## config.mk

```make
export PLATFORM = sky130hd
export DESIGN_NAME = lpc_io_ctrl_flat
export DESIGN_NICKNAME = d
export VERILOG_FILES = /design/src/rtl/lpc_pkg.sv /design/src/rtl/lpc_io_ctrl_if.sv /design/src/rtl/lpc_io_ctrl.sv /design/src/flat_wrapper.sv
export SDC_FILE = /design/constraint.sdc
export NUM_CORES = 1
export LEC_CHECK = 0
export CAP_MARGIN = 15
export CELL_PAD_IN_SITES_DETAIL_PLACEMENT = 2
export CELL_PAD_IN_SITES_GLOBAL_PLACEMENT = 2
export CORE_MARGIN = 8
export CORE_UTILIZATION = 35
export CTS_CLUSTER_DIAMETER = 120
export DETAILED_ROUTE_END_ITERATION = 16
export GPL_ROUTABILITY_DRIVEN = 0
export PLACE_DENSITY = 0.8
export SYNTH_ARGS = -nofsm -noshare
export SYNTH_HDL_FRONTEND = slang
export SYNTH_SLANG_ARGS = --single-unit
```

## constraint.sdc

```tcl
create_clock -name lclk -period 2.2 [get_ports lclk]
set_clock_uncertainty 0.1 [all_clocks]
set_input_delay 0.44 -clock lclk [delete_from_list [all_inputs] [get_ports lclk]]
set_output_delay 0.44 -clock lclk [all_outputs]
set_load 0.02 [all_outputs]
```

## src/rtl/lpc_pkg.sv

```systemverilog
// ---------------------------------------------------------------------------
// lpc_pkg
// Shared definitions for the LPC I/O target controller: the FSM state
// encoding and the LAD nibble codes used on the bus.
// No ports (package).
// ---------------------------------------------------------------------------
package lpc_pkg;

    // Controller states, in the order a claimed cycle walks through them
    typedef enum logic [3:0] {
        IDLE,
        CYC,
        ADDR,
        WDATA,
        HTAR1,
        HTAR2,
        WAITSYNC,
        SYNC,
        RDATA,
        DTAR,
        IGNORE
    } lpc_state_e;

    // LAD nibble codes
    localparam logic [3:0] START      = 4'h0;
    localparam logic [3:0] CYC_IO_RD  = 4'h0;
    localparam logic [3:0] CYC_IO_WR  = 4'h2;
    localparam logic [3:0] SYNC_READY = 4'h0;
    localparam logic [3:0] SYNC_SHORT = 4'h5;
    localparam logic [3:0] TAR        = 4'hF;

endpackage

```

## src/rtl/lpc_io_ctrl_if.sv

```systemverilog
// ---------------------------------------------------------------------------
// lpc_io_ctrl_if
// Groups the LPC bus pins and the register-file side of the I/O target.
//   LPC side     : lframe_n, lad_in (to target), lad_out, lad_oe (from target),
//                  lpc_en (decode enable, to target)
//   Register side: device_cs, io_rden, io_wren, addr, din (from target),
//                  dout (read data, to target)
//   Status       : busy (from target)
// Modports: slave = the controller, master = host/register-file side.
// ---------------------------------------------------------------------------
interface lpc_io_ctrl_if;

    logic       lframe_n;
    logic [3:0] lad_in;
    logic [3:0] lad_out;
    logic       lad_oe;
    logic       lpc_en;
    logic       device_cs;
    logic       io_rden;
    logic       io_wren;
    logic [7:0] addr;
    logic [7:0] din;
    logic [7:0] dout;
    logic       busy;

    modport slave (
        input  lframe_n, lad_in, lpc_en, dout,
        output lad_out, lad_oe, device_cs, io_rden, io_wren, addr, din, busy
    );

    modport master (
        output lframe_n, lad_in, lpc_en, dout,
        input  lad_out, lad_oe, device_cs, io_rden, io_wren, addr, din, busy
    );

endinterface

```

## src/rtl/lpc_io_ctrl.sv

```systemverilog
// ---------------------------------------------------------------------------
// lpc_io_ctrl
// LPC I/O-cycle target decoding a 256-byte window at {IO_BASE_HI, 8'hxx}.
// Writes and reads are turned into single-cycle register-file strobes during
// the host turnaround, followed by SYNC, read data (reads only) and the
// device turnaround.
//
// Ports:
//   lclk    - LPC clock, the only clock
//   lreset  - asynchronous active-high reset
//   bus     - lpc_io_ctrl_if.slave (LAD/LFRAME#, lpc_en, register-file
//             strobes/address/data, busy)
//
// Configuration macro:
//   LPC_WAIT_SYNC_EN - when defined, one short-wait SYNC (4'h5) is driven
//                      before the ready SYNC on every claimed cycle.
// ---------------------------------------------------------------------------
module lpc_io_ctrl
    import lpc_pkg::*;
#(
    parameter logic [7:0] IO_BASE_HI = 8'h0A
) (
    input logic          lclk,
    input logic          lreset,
    lpc_io_ctrl_if.slave bus
);

    lpc_state_e  state_q, state_d;
    logic [1:0]  cnt_q, cnt_d;
    logic        isWrite_q, isWrite_d;
    logic [11:0] adrSh_q, adrSh_d;
    logic [3:0]  dataLo_q, dataLo_d;
    logic [7:0]  addr_q, addr_d;
    logic [7:0]  din_q, din_d;
    logic [7:0]  rdata_q, rdata_d;

    logic        startSeen;
    logic [15:0] fullAddr;
    logic        ladOe;
    logic [3:0]  ladOut;

    assign startSeen = !bus.lframe_n && (bus.lad_in == START);
    // The last address nibble is still on LAD when the decode is made
    assign fullAddr  = {adrSh_q, bus.lad_in};

    // State and datapath registers; reset puts every output at its idle value
    // and, because LAD drive is decoded from state, releases LAD immediately.
    always_ff @(posedge lclk or posedge lreset) begin
        if (lreset) begin
            state_q   <= IDLE;
            cnt_q     <= 2'd0;
            isWrite_q <= 1'b0;
            adrSh_q   <= 12'h000;
            dataLo_q  <= 4'h0;
            addr_q    <= 8'h00;
            din_q     <= 8'h00;
            rdata_q   <= 8'h00;
        end else begin
            state_q   <= state_d;
            cnt_q     <= cnt_d;
            isWrite_q <= isWrite_d;
            adrSh_q   <= adrSh_d;
            dataLo_q  <= dataLo_d;
            addr_q    <= addr_d;
            din_q     <= din_d;
            rdata_q   <= rdata_d;
        end
    end

    // Next-state logic. LFRAME# low outside IDLE aborts whatever is in
    // progress and the same edge is re-examined as a possible START; IGNORE
    // is only left through a START so that foreign cycles are skipped whole.
    always_comb begin
        state_d   = state_q;
        cnt_d     = cnt_q;
        isWrite_d = isWrite_q;
        adrSh_d   = adrSh_q;
        dataLo_d  = dataLo_q;
        addr_d    = addr_q;
        din_d     = din_q;
        rdata_d   = rdata_q;

        if (state_q != IDLE && !bus.lframe_n) begin
            if (bus.lad_in == START) begin
                state_d = CYC;
            end else if (state_q != IGNORE) begin
                state_d = IDLE;
            end
        end else begin
            case (state_q)
                IDLE: begin
                    if (startSeen) begin
                        state_d = CYC;
                    end
                end
                CYC: begin
                    // Bit 0 of CYCTYPE is reserved and not decoded
                    if ({bus.lad_in[3:1], 1'b0} == CYC_IO_RD ||
                        {bus.lad_in[3:1], 1'b0} == CYC_IO_WR) begin
                        isWrite_d = bus.lad_in[1];
                        cnt_d     = 2'd0;
                        state_d   = ADDR;
                    end else begin
                        state_d = IGNORE;
                    end
                end
                ADDR: begin
                    adrSh_d = {adrSh_q[7:0], bus.lad_in};
                    cnt_d   = cnt_q + 2'd1;
                    if (cnt_q == 2'd3) begin
                        if (bus.lpc_en && fullAddr[15:8] == IO_BASE_HI) begin
                            addr_d  = fullAddr[7:0];
                            cnt_d   = 2'd0;
                            state_d = isWrite_q ? WDATA : HTAR1;
                        end else begin
                            state_d = IGNORE;
                        end
                    end
                end
                WDATA: begin
                    if (!cnt_q[0]) begin
                        dataLo_d = bus.lad_in;
                        cnt_d    = 2'd1;
                    end else begin
                        din_d   = {bus.lad_in, dataLo_q};
                        state_d = HTAR1;
                    end
                end
                HTAR1: begin
                    state_d = HTAR2;
                end
                HTAR2: begin
                    // Register file presents read data the cycle after io_rden
                    if (!isWrite_q) begin
                        rdata_d = bus.dout;
                    end
                    cnt_d = 2'd0;
`ifdef LPC_WAIT_SYNC_EN
                    state_d = WAITSYNC;
`else
                    state_d = SYNC;
`endif
                end
                WAITSYNC: begin
                    state_d = SYNC;
                end
                SYNC: begin
                    cnt_d   = 2'd0;
                    state_d = isWrite_q ? DTAR : RDATA;
                end
                RDATA: begin
                    if (!cnt_q[0]) begin
                        cnt_d = 2'd1;
                    end else begin
                        state_d = DTAR;
                    end
                end
                DTAR: begin
                    state_d = IDLE;
                end
                IGNORE: begin
                    state_d = IGNORE;
                end
                default: begin
                    state_d = IDLE;
                end
            endcase
        end
    end

    // LAD drive decoded from state; an undriven LAD always reads back 4'hF
    always_comb begin
        ladOe  = 1'b0;
        ladOut = TAR;
        case (state_q)
            WAITSYNC: begin
                ladOe  = 1'b1;
                ladOut = SYNC_SHORT;
            end
            SYNC: begin
                ladOe  = 1'b1;
                ladOut = SYNC_READY;
            end
            RDATA: begin
                ladOe  = 1'b1;
                ladOut = cnt_q[0] ? rdata_q[7:4] : rdata_q[3:0];
            end
            DTAR: begin
                ladOe  = 1'b1;
                ladOut = TAR;
            end
            default: begin
                ladOe  = 1'b0;
                ladOut = TAR;
            end
        endcase
    end

    // HTAR1 is visited once per claimed cycle, so each strobe is one cycle
    // long and only one kind can ever be active.
    assign bus.lad_oe    = ladOe;
    assign bus.lad_out   = ladOut;
    assign bus.device_cs = (state_q == HTAR1);
    assign bus.io_rden   = (state_q == HTAR1) && !isWrite_q;
    assign bus.io_wren   = (state_q == HTAR1) && isWrite_q;
    assign bus.addr      = addr_q;
    assign bus.din       = din_q;
    assign bus.busy      = state_q inside {ADDR, WDATA, HTAR1, HTAR2, WAITSYNC,
                                           SYNC, RDATA, DTAR};

endmodule

```

## src/flat_wrapper.sv

```systemverilog
// flat-port wrapper written by rule: the top's interface ports become plain ports
module lpc_io_ctrl_flat import lpc_pkg::*;
#(
    parameter logic [7:0] IO_BASE_HI = 8'h0A
)
  (lclk, lreset, bus_lframe_n, bus_lad_in, bus_lpc_en, bus_dout, bus_lad_out, bus_lad_oe, bus_device_cs, bus_io_rden, bus_io_wren, bus_addr, bus_din, bus_busy);
  lpc_io_ctrl_if bus_i ();
  input logic lclk;
  input logic lreset;
  input wire logic [$bits(bus_i.lframe_n)-1:0] bus_lframe_n;
  input wire logic [$bits(bus_i.lad_in)-1:0] bus_lad_in;
  input wire logic [$bits(bus_i.lpc_en)-1:0] bus_lpc_en;
  input wire logic [$bits(bus_i.dout)-1:0] bus_dout;
  output wire logic [$bits(bus_i.lad_out)-1:0] bus_lad_out;
  output wire logic [$bits(bus_i.lad_oe)-1:0] bus_lad_oe;
  output wire logic [$bits(bus_i.device_cs)-1:0] bus_device_cs;
  output wire logic [$bits(bus_i.io_rden)-1:0] bus_io_rden;
  output wire logic [$bits(bus_i.io_wren)-1:0] bus_io_wren;
  output wire logic [$bits(bus_i.addr)-1:0] bus_addr;
  output wire logic [$bits(bus_i.din)-1:0] bus_din;
  output wire logic [$bits(bus_i.busy)-1:0] bus_busy;
  assign bus_i.lframe_n = bus_lframe_n;
  assign bus_i.lad_in = bus_lad_in;
  assign bus_i.lpc_en = bus_lpc_en;
  assign bus_i.dout = bus_dout;
  assign bus_lad_out = bus_i.lad_out;
  assign bus_lad_oe = bus_i.lad_oe;
  assign bus_device_cs = bus_i.device_cs;
  assign bus_io_rden = bus_i.io_rden;
  assign bus_io_wren = bus_i.io_wren;
  assign bus_addr = bus_i.addr;
  assign bus_din = bus_i.din;
  assign bus_busy = bus_i.busy;
  lpc_io_ctrl #(.IO_BASE_HI(IO_BASE_HI)) u_core (.lclk(lclk), .lreset(lreset), .bus(bus_i));
endmodule
```

==> summary.md, run 1 <==
| Metric | Value |
|---|---|
| Status | `completed` |
| Hold_ws | `0.325 ns` |
| CP arrival | `roughly 2.2 ns` |
| Asr flop ratio synth | `100%` |
| Setup crit end kind | `flip-flop` |
| Worst slew pin tran | `between 0.5 and 0.6 ns` |
| Register area share after synthesis | `around 50%` |
| Final net count | `280` |
| Flop pwr share | `38.2%` |
| Tot GR Track Use | `between 10 and 15%` |
| CP required | `between 2 and 2.5 ns` |
| Setup crit start kind | `flip-flop` |
| Final period util | `a little over nine tenths` |
| Post-synthesis mux area share | `24.0%` |
| Min-delay worst type | `input pin to asynchronous set/reset pin` |
| Largest family of logic cells by synthesized area | `multiplexers` |
| Worst path max stage delay | `roughly 0.38 ns` |
| P_sw | `0.00126 W` |
| # rows | `30` |
| Post-Synth Simple-Gate Area | `between 10% and 20%` |
| Root Buffer | `clkbuf_8` |
| Placed Instances | `333` |
| Antenna Nets Post-Route | `0` |
| Cell Area, Synth | `2360 um^2` |
| Synth Area in Compound Gates | `~7.2%` |
| Final hold vios | `0` |
| Die width | `just under 100 um` |
| I/O Pins | `between 40 and 50` |
| Reg clk slew, reported paths | `roughly 0.10 ns` |
| CTS H-tree lvls | `2` |
| Total power | `~0.0033 W` |
| Final Setup Violations | `0` |
| Syn avg cell area | `~12 um^2` |
| RSZ-0062 raised after global routing | `yes` |
| Pwr Density | `1050 nW/um^2` |
| DRC viols | `0` |
| Slew Viols, Final | `0` |
| Crit path cell chain | `buf_4 > nor4b_4 > buf_4 > o21bai_1 > nand3b_1 > nand3_4 > mux2_2` |
| Top post-synthesis cells by area | `dfrtp_1 (50%), mux2_2 (17%), mux2_4 (5.1%)` |
| First-pass GRT wire length | `around 11000 um` |
| Core Footprint | `6640 um^2` |
| Xor/xnor share of the synthesized area | `under 10%` |
| First-pass detailed-route iteration total | `4` |
| Die Area | `between 9000 and 10000 um^2` |
| Max-Cap Viols | `0` |
| Share of the synthesized area in the top cell type | `49.9%` |
| Combinational Power Share | `44.8%` |
| DP Wirelength | `5040 um` |
| Pin count of the biggest net entering global routing | `32` |
| CTS sink count | `47` |
| Crit Path Class | `flip-flop to flip-flop` |
| Worst slew margin | `between 60% and 70%` |
| Cell taking the most area after synthesis | `dfrtp_1` |
| CP Max Fanout | `7` |
| Antenna Cells | `0` |
| Switching share of power | `a little under two fifths` |
| Layout cell share with drive strength beyond 1 | `between 30 and 40%` |
| Fin crit period | `about 2.1 ns` |
| Dominant synthesized flop cell | `dfrtp_1` |
| Post-synth EDFFs | `0` |
| Fin cells | `roughly 340` |
| Initial Util | `between 30% and 40%` |
| Number of antenna violations at the first check in global routing | `0` |
| Vias in the first global route | `roughly 2100` |
| Int Pwr | `0.00207 W` |
| P_leak | `approximately 1.5 nW` |
| Cell family with most CP delay | `simple AND/OR/NAND/NOR gates` |
| Fmax | `approximately 0.47 GHz` |
| Worst VDD drop | `slightly below 0.4 mV` |
| Routed via count | `1791` |
| FF+latch count, synth | `47` |
| Total CTS buffers | `5` |
| DR iter-0 viols | `37` |
| Critical path buffer and inverter count | `2` |
| Routed WL | `approximately 6900 um` |
| CTS tree | `done` |
| Maximum clock path buffer count | `2` |
| Synth warn | `0` |
| Post-Synth Adder-Cell Area | `less than 1%` |
| Most used cell, CP | `buf_4` |
| GR Overflow Total | `0` |
| Layout area overhead | `34.9%` |
| R2R Setup Slk | `0.07 ns` |
| Slowest CP cell | `dfrtp_1` |
| Die H | `roughly 98 um` |
| Port Buf Inserts | `40` |
| Unique masters post-synth | `43` |
| Clk_lat worst skew | `0.31 ns` |
| Clock share of power | `between 15 and 20%` |
| DR WL/cell | `~20 um` |
| Syn nets | `around 210` |
| Post-Syn Instances | `196` |
| Vias per cell | `5.21` |
==> layout by cell type, fill, tap and decap left out, types with 4 or more instances in the layout <==
master and instances:
o21ai_0 4, buf_4 25, nand2b_1 6, mux2_2 35, mux2i_1 5, inv_1 5
clkdlybuf4s50_1 31, nor3_1 5, clkbuf_8 5, dfrtp_1 45, mux2_4 8, nor2_1 9
nor4_1 4, nand2_1 7, buf_2 4, buf_12 5, a21oi_1 12
==> metrics by stage <==
step / area, um^2 / TNS [ns] / setup WS [ns] / util [%]
after floorplan: 2360 / 0 / 0.0518 / -
after global placement: 3070 / -0.0866 / -0.0436 / 46.2
after detailed placement: 3070 / -0.232 / -0.107 / 46.2
after CTS: 3170 / 0 / 0.00192 / 47.6
after global routing: 3180 / -0.0625 / -0.0338 / 47.9
final: 3180 / 0 / 0.0653 / 47.9
==> cells in the mapped netlist, drive strengths merged, types with 4 or more instances <==
cell and instances:
clkbuf 4, mux2 43, mux2i 5, nor3 7, nor4 4, nor2 9
dfrtp 47, buf 6, a21oi 14, o21ai 5, inv 6, nand2b 7
nand2 8
==> area by class of cell <==
cell class | instances | area (um^2)
fill | 668 | 3460
sequential | 47 | 1180
multi-input combinational | 133 | 1130
timing repair buffer | 70 | 651
tap | 80 | 100
clock buffer | 5 | 68.8
clock inverter | 3 | 27.5
inverter | 6 | 22.5
==> what timing repair did <==
item,4_1_cts,5_1_grt
pin swaps,1,2
hold buffers,0,0
setup endpoints to repair,9,19
setup buffers,2,1
gates resized for setup,23,12
==> power by group through the flow <==
stage	Clock (W)	Combinational (W)	Sequential [W]
2_1_floorplan	0	0.000890	0.00125
3_3_place_gp	0	0.00142	0.00126
3_5_place_dp	0	0.00146	0.00129
4_1_cts	0.000598	0.00147	0.00127
5_1_grt	0.000617	0.00163	0.00130
6_report	0.000569	0.00149	0.00127
==> cells by family after synthesis <==
logic type | Yosys count
AO/OA/AOI/OAI | 29
multiplexers | 48
flip-flops | 47
adder cells (fa/ha/maj) | 1
buffers and inverters | 16
XOR/XNOR | 3
AND/OR/NAND/NOR | 52
==> path summary, 6_finish.rpt <==
kind | from | end | cells after the start
max in group asynchronous | lreset | u_core.dataLo_q[1]$_DFFE_PP0P_ | 3
setup / recovery | u_core.state_q[1]$_DFFE_PP0P_ | u_core.state_q[1]$_DFFE_PP0P_ | 7
hold / removal | lreset | u_core.adrSh_q[11]$_DFFE_PP0P_ | 2
hold reg to reg | u_core.dataLo_q[3]$_DFFE_PP0P_ | u_core.bus.din[3]$_DFFE_PP0P_ | 1
min in group lclk | u_core.dataLo_q[3]$_DFFE_PP0P_ | u_core.bus.din[3]$_DFFE_PP0P_ | 1
setup reg to reg | u_core.state_q[1]$_DFFE_PP0P_ | u_core.state_q[1]$_DFFE_PP0P_ | 7
==> registers in the layout (all words and copies together) (netlist names) <==
| signal | cells |
|---|---|
| u_core.isWrite_q | 1 |
| u_core.adrSh_q | 12 |
| u_core.dataLo_q | 4 |
| u_core.bus.addr | 8 |
| u_core.bus.din | 8 |
| u_core.cnt_q | 2 |
| u_core.state_q | 4 |
| u_core.rdata_q | 8 |
==> metal layers <==
metal	track usage [%]	part of all wire, %	up-vias	wire, um
li1	-	-	836	-
met1	16.8	42	906	2870
met2	26.2	51	42	3550
met3	4.20	6.1	7	421
met4	3.84	0.98	0	68
met5	0	0	-	0
==> worst reg2reg max path, stage by stage, from the launching register on <==
cell	delay [ns]
dfrtp_1	0.38
buf_4	0.17
nor4b_4	0.29
buf_4	0.15
o21bai_1	0.18
nand3b_1	0.26
nand3_4	0.16
mux2_2	0.34
Note: power is estimated with default switching activity, not from simulation.
==> run 2: changes to the inputs <==
--- a/config.mk
+++ b/config.mk
@@ -14,6 +14,7 @@
 export DETAILED_ROUTE_END_ITERATION = 16
 export GPL_ROUTABILITY_DRIVEN = 0
 export PLACE_DENSITY = 0.8
+export SETUP_SLACK_MARGIN = 0.05
 export SYNTH_ARGS = -nofsm -noshare
 export SYNTH_HDL_FRONTEND = slang
 export SYNTH_SLANG_ARGS = --single-unit
==> run 2 against run 1 <==
  * Final cell count grew 1.2%
  * Clock power increased by 1%
  * Sequential power barely moved
  * Cell area up 2.1%
  * Critical path depth fell by 1
  * Highest routed layer unchanged
==> summary.md, run 2 (same netlist as run 1, synthesis figures left out) <==
| Metric | Value |
|---|---|
| Status | `completed` |
| Antenna Cells | `0` |
| Tot GR Track Use | `roughly 15%` |
| Setup crit start kind | `flip-flop` |
| Vias in the first global route | `about 2200` |
| Setup crit end kind | `flip-flop` |
| CTS H-tree lvls | `2` |
| Final period util | `95.5%` |
| Worst slew margin | `between 60% and 70%` |
| Layout cell share with drive strength beyond 1 | `slightly above 40%` |
| Hold_ws | `about 0.32 ns` |
| Most frequent cells in the layout | `dfrtp_1 (45), mux2_2 (33), clkdlybuf4s50_1 (31)` |
| CP Max Fanout | `5` |
| DP Wirelength | `between 5000 and 6000 um` |
| Core Footprint | `between 6000 and 7000 um^2` |
| Crit Path Class | `flip-flop to flip-flop` |
| Final hold vios | `0` |
| Antenna Nets Post-Route | `0` |
| Total CTS buffers | `5` |
| Most used cell, CP | `buf_4` |
| Initial Util | `a little over a third` |
| Root Buffer | `clkbuf_8` |
| Util after Layout | `between 40% and 50%` |
| Worst VDD drop | `0.394 mV` |
| CTS sink count | `47` |
| # rows | `30` |
| Fmax | `0.476 GHz` |
| RSZ-0062 raised after global routing | `yes` |
| Port Buf Inserts | `40` |
| Cell family with most CP delay | `simple AND/OR/NAND/NOR gates` |
| Reg clk slew, reported paths | `about 0.11 ns` |
| First-pass GRT wire length | `around 12000 um` |
| Die width | `98.0 um` |
| P_leak | `around 1.5 nW` |
| Slowest CP cell | `or4_4` |
| CP required | `between 2 and 2.5 ns` |
| Crit path cell chain | `buf_4 > buf_4 > or2_4 > or4_4 > nand3_4 > mux2_4` |
| CP arrival | `between 2 and 2.5 ns` |
| Clk_lat worst skew | `approximately 0.31 ns` |
| DR iter-0 viols | `40` |
| Max-Cap Viols | `0` |
| Reg with most FFs | `u_core.adrSh_q` |
| Critical path buffer and inverter count | `2` |
| Vias per cell | `around 5.3` |
| Pin count of the biggest net entering global routing | `32` |
| Fin crit period | `around 2.1 ns` |
| Maximum clock path buffer count | `2` |
| Most common cell after layout, fill and taps aside | `dfrtp_1` |
| R2R Setup Slk | `0.1 ns` |
| Dpl ws | `-0.107 ns` |
| Post-layout worst setup margin | `slightly below 0.1 ns` |
| Min-delay worst type | `input pin to asynchronous set/reset pin` |
| Routed WL | `7070 um` |
| Routed via count | `around 1800` |
| Die H | `98.0 um` |
| Number of antenna violations at the first check in global routing | `0` |
| CTS tree | `done` |
| DR WL/cell | `roughly 20 um` |
| Worst slew pin tran | `0.523 ns` |
| Pwr Density | `~1100 nW/um^2` |
| GR Overflow Total | `0` |
| Final Setup Violations | `0` |
| Layout area overhead | `37.8%` |
| Slew Viols, Final | `0` |
| I/O Pins | `just over 40` |
| Worst path max stage delay | `around 0.54 ns` |
| DRC viols | `0` |
| Largest register FFs | `12` |
| Die Area | `between 9000 and 10000 um^2` |
| First-pass detailed-route iteration total | `4` |
| Final net count | `between 200 and 300` |
-- run 2: cell count changes in the layout (fill, tap and decap cells not counted), sizes merged --
cell           change
clkdlybuf4s15      +1
buf                +4
clkbuf             -1
-- run 2: what timing repair did --
item | 4_1_cts | 5_1_grt
pin swaps | 4 | 4
endpoints found under the setup margin | 11 | 28
setup buffers | 3 | 4
endpoints found under the hold margin | 0 | 0
hold buffers | 0 | 0
resized for setup | 29 | 15
-- run 2: final cells by class --
| type | instances | area (um^2) |
|---|---|---|
| clock buffer | 5 | 68.8 |
| clock inverter | 3 | 27.5 |
| fill | 669 | 3400 |
| inverter | 6 | 22.5 |
| multi-input combinational | 133 | 1160 |
| sequential | 47 | 1180 |
| tap | 80 | 100 |
| timing repair buffer | 74 | 693 |
-- run 2: report_power, final --
part	switching (W)	internal, W
Combinational	0.000779	0.000794
Clock	0.000339	0.000236
Sequential	0.000181	0.00109
Total	0.00130	0.00212
-- run 2: worst reg2reg max path: stages, from the launching register on --
cell,delay (ns)
dfrtp_1,0.42
buf_4,0.14
buf_4,0.14
or2_4,0.23
or4_4,0.54
nand3_4,0.12
mux2_4,0.30
-- run 2: final timing paths --
check	endpoint	from	cells after the start
hold / removal	u_core.rdata_q[3]$_DFFE_PP0P_	lreset	2
setup reg to reg	u_core.state_q[3]$_DFFE_PP0P_	u_core.state_q[2]$_DFFE_PP0P_	6
max in group asynchronous	u_core.adrSh_q[3]$_DFFE_PP0P_	lreset	3
setup / recovery	u_core.state_q[3]$_DFFE_PP0P_	u_core.state_q[2]$_DFFE_PP0P_	6
min in group lclk	u_core.bus.din[3]$_DFFE_PP0P_	u_core.dataLo_q[3]$_DFFE_PP0P_	1
hold reg to reg	u_core.bus.din[3]$_DFFE_PP0P_	u_core.dataLo_q[3]$_DFFE_PP0P_	1
-- run 2: metal layers --
| metal | wire (um) | global-route usage (%) | part of all wire, % |
|---|---|---|---|
| met5 | 0 | 0 | 0 |
| met2 | 3620 | 27.0 | 51 |
| met4 | 49 | 3.84 | 0.69 |
| met1 | 2950 | 17.3 | 42 |
| met3 | 446 | 4.20 | 6.3 |
-- run 2: stage by stage --
stage | TNS [ns] | power (W) | area (um^2) | std cells
floorplan | 0 | 0.00214 | 2360 | 196
global placement | -0.0866 | 0.00269 | 3070 | 333
detailed placement | -0.232 | 0.00275 | 3070 | 333
CTS | 0 | 0.00338 | 3190 | 344
global route | 0 | 0.00364 | 3250 | 348
finish | 0 | 0.00342 | 3250 | 348
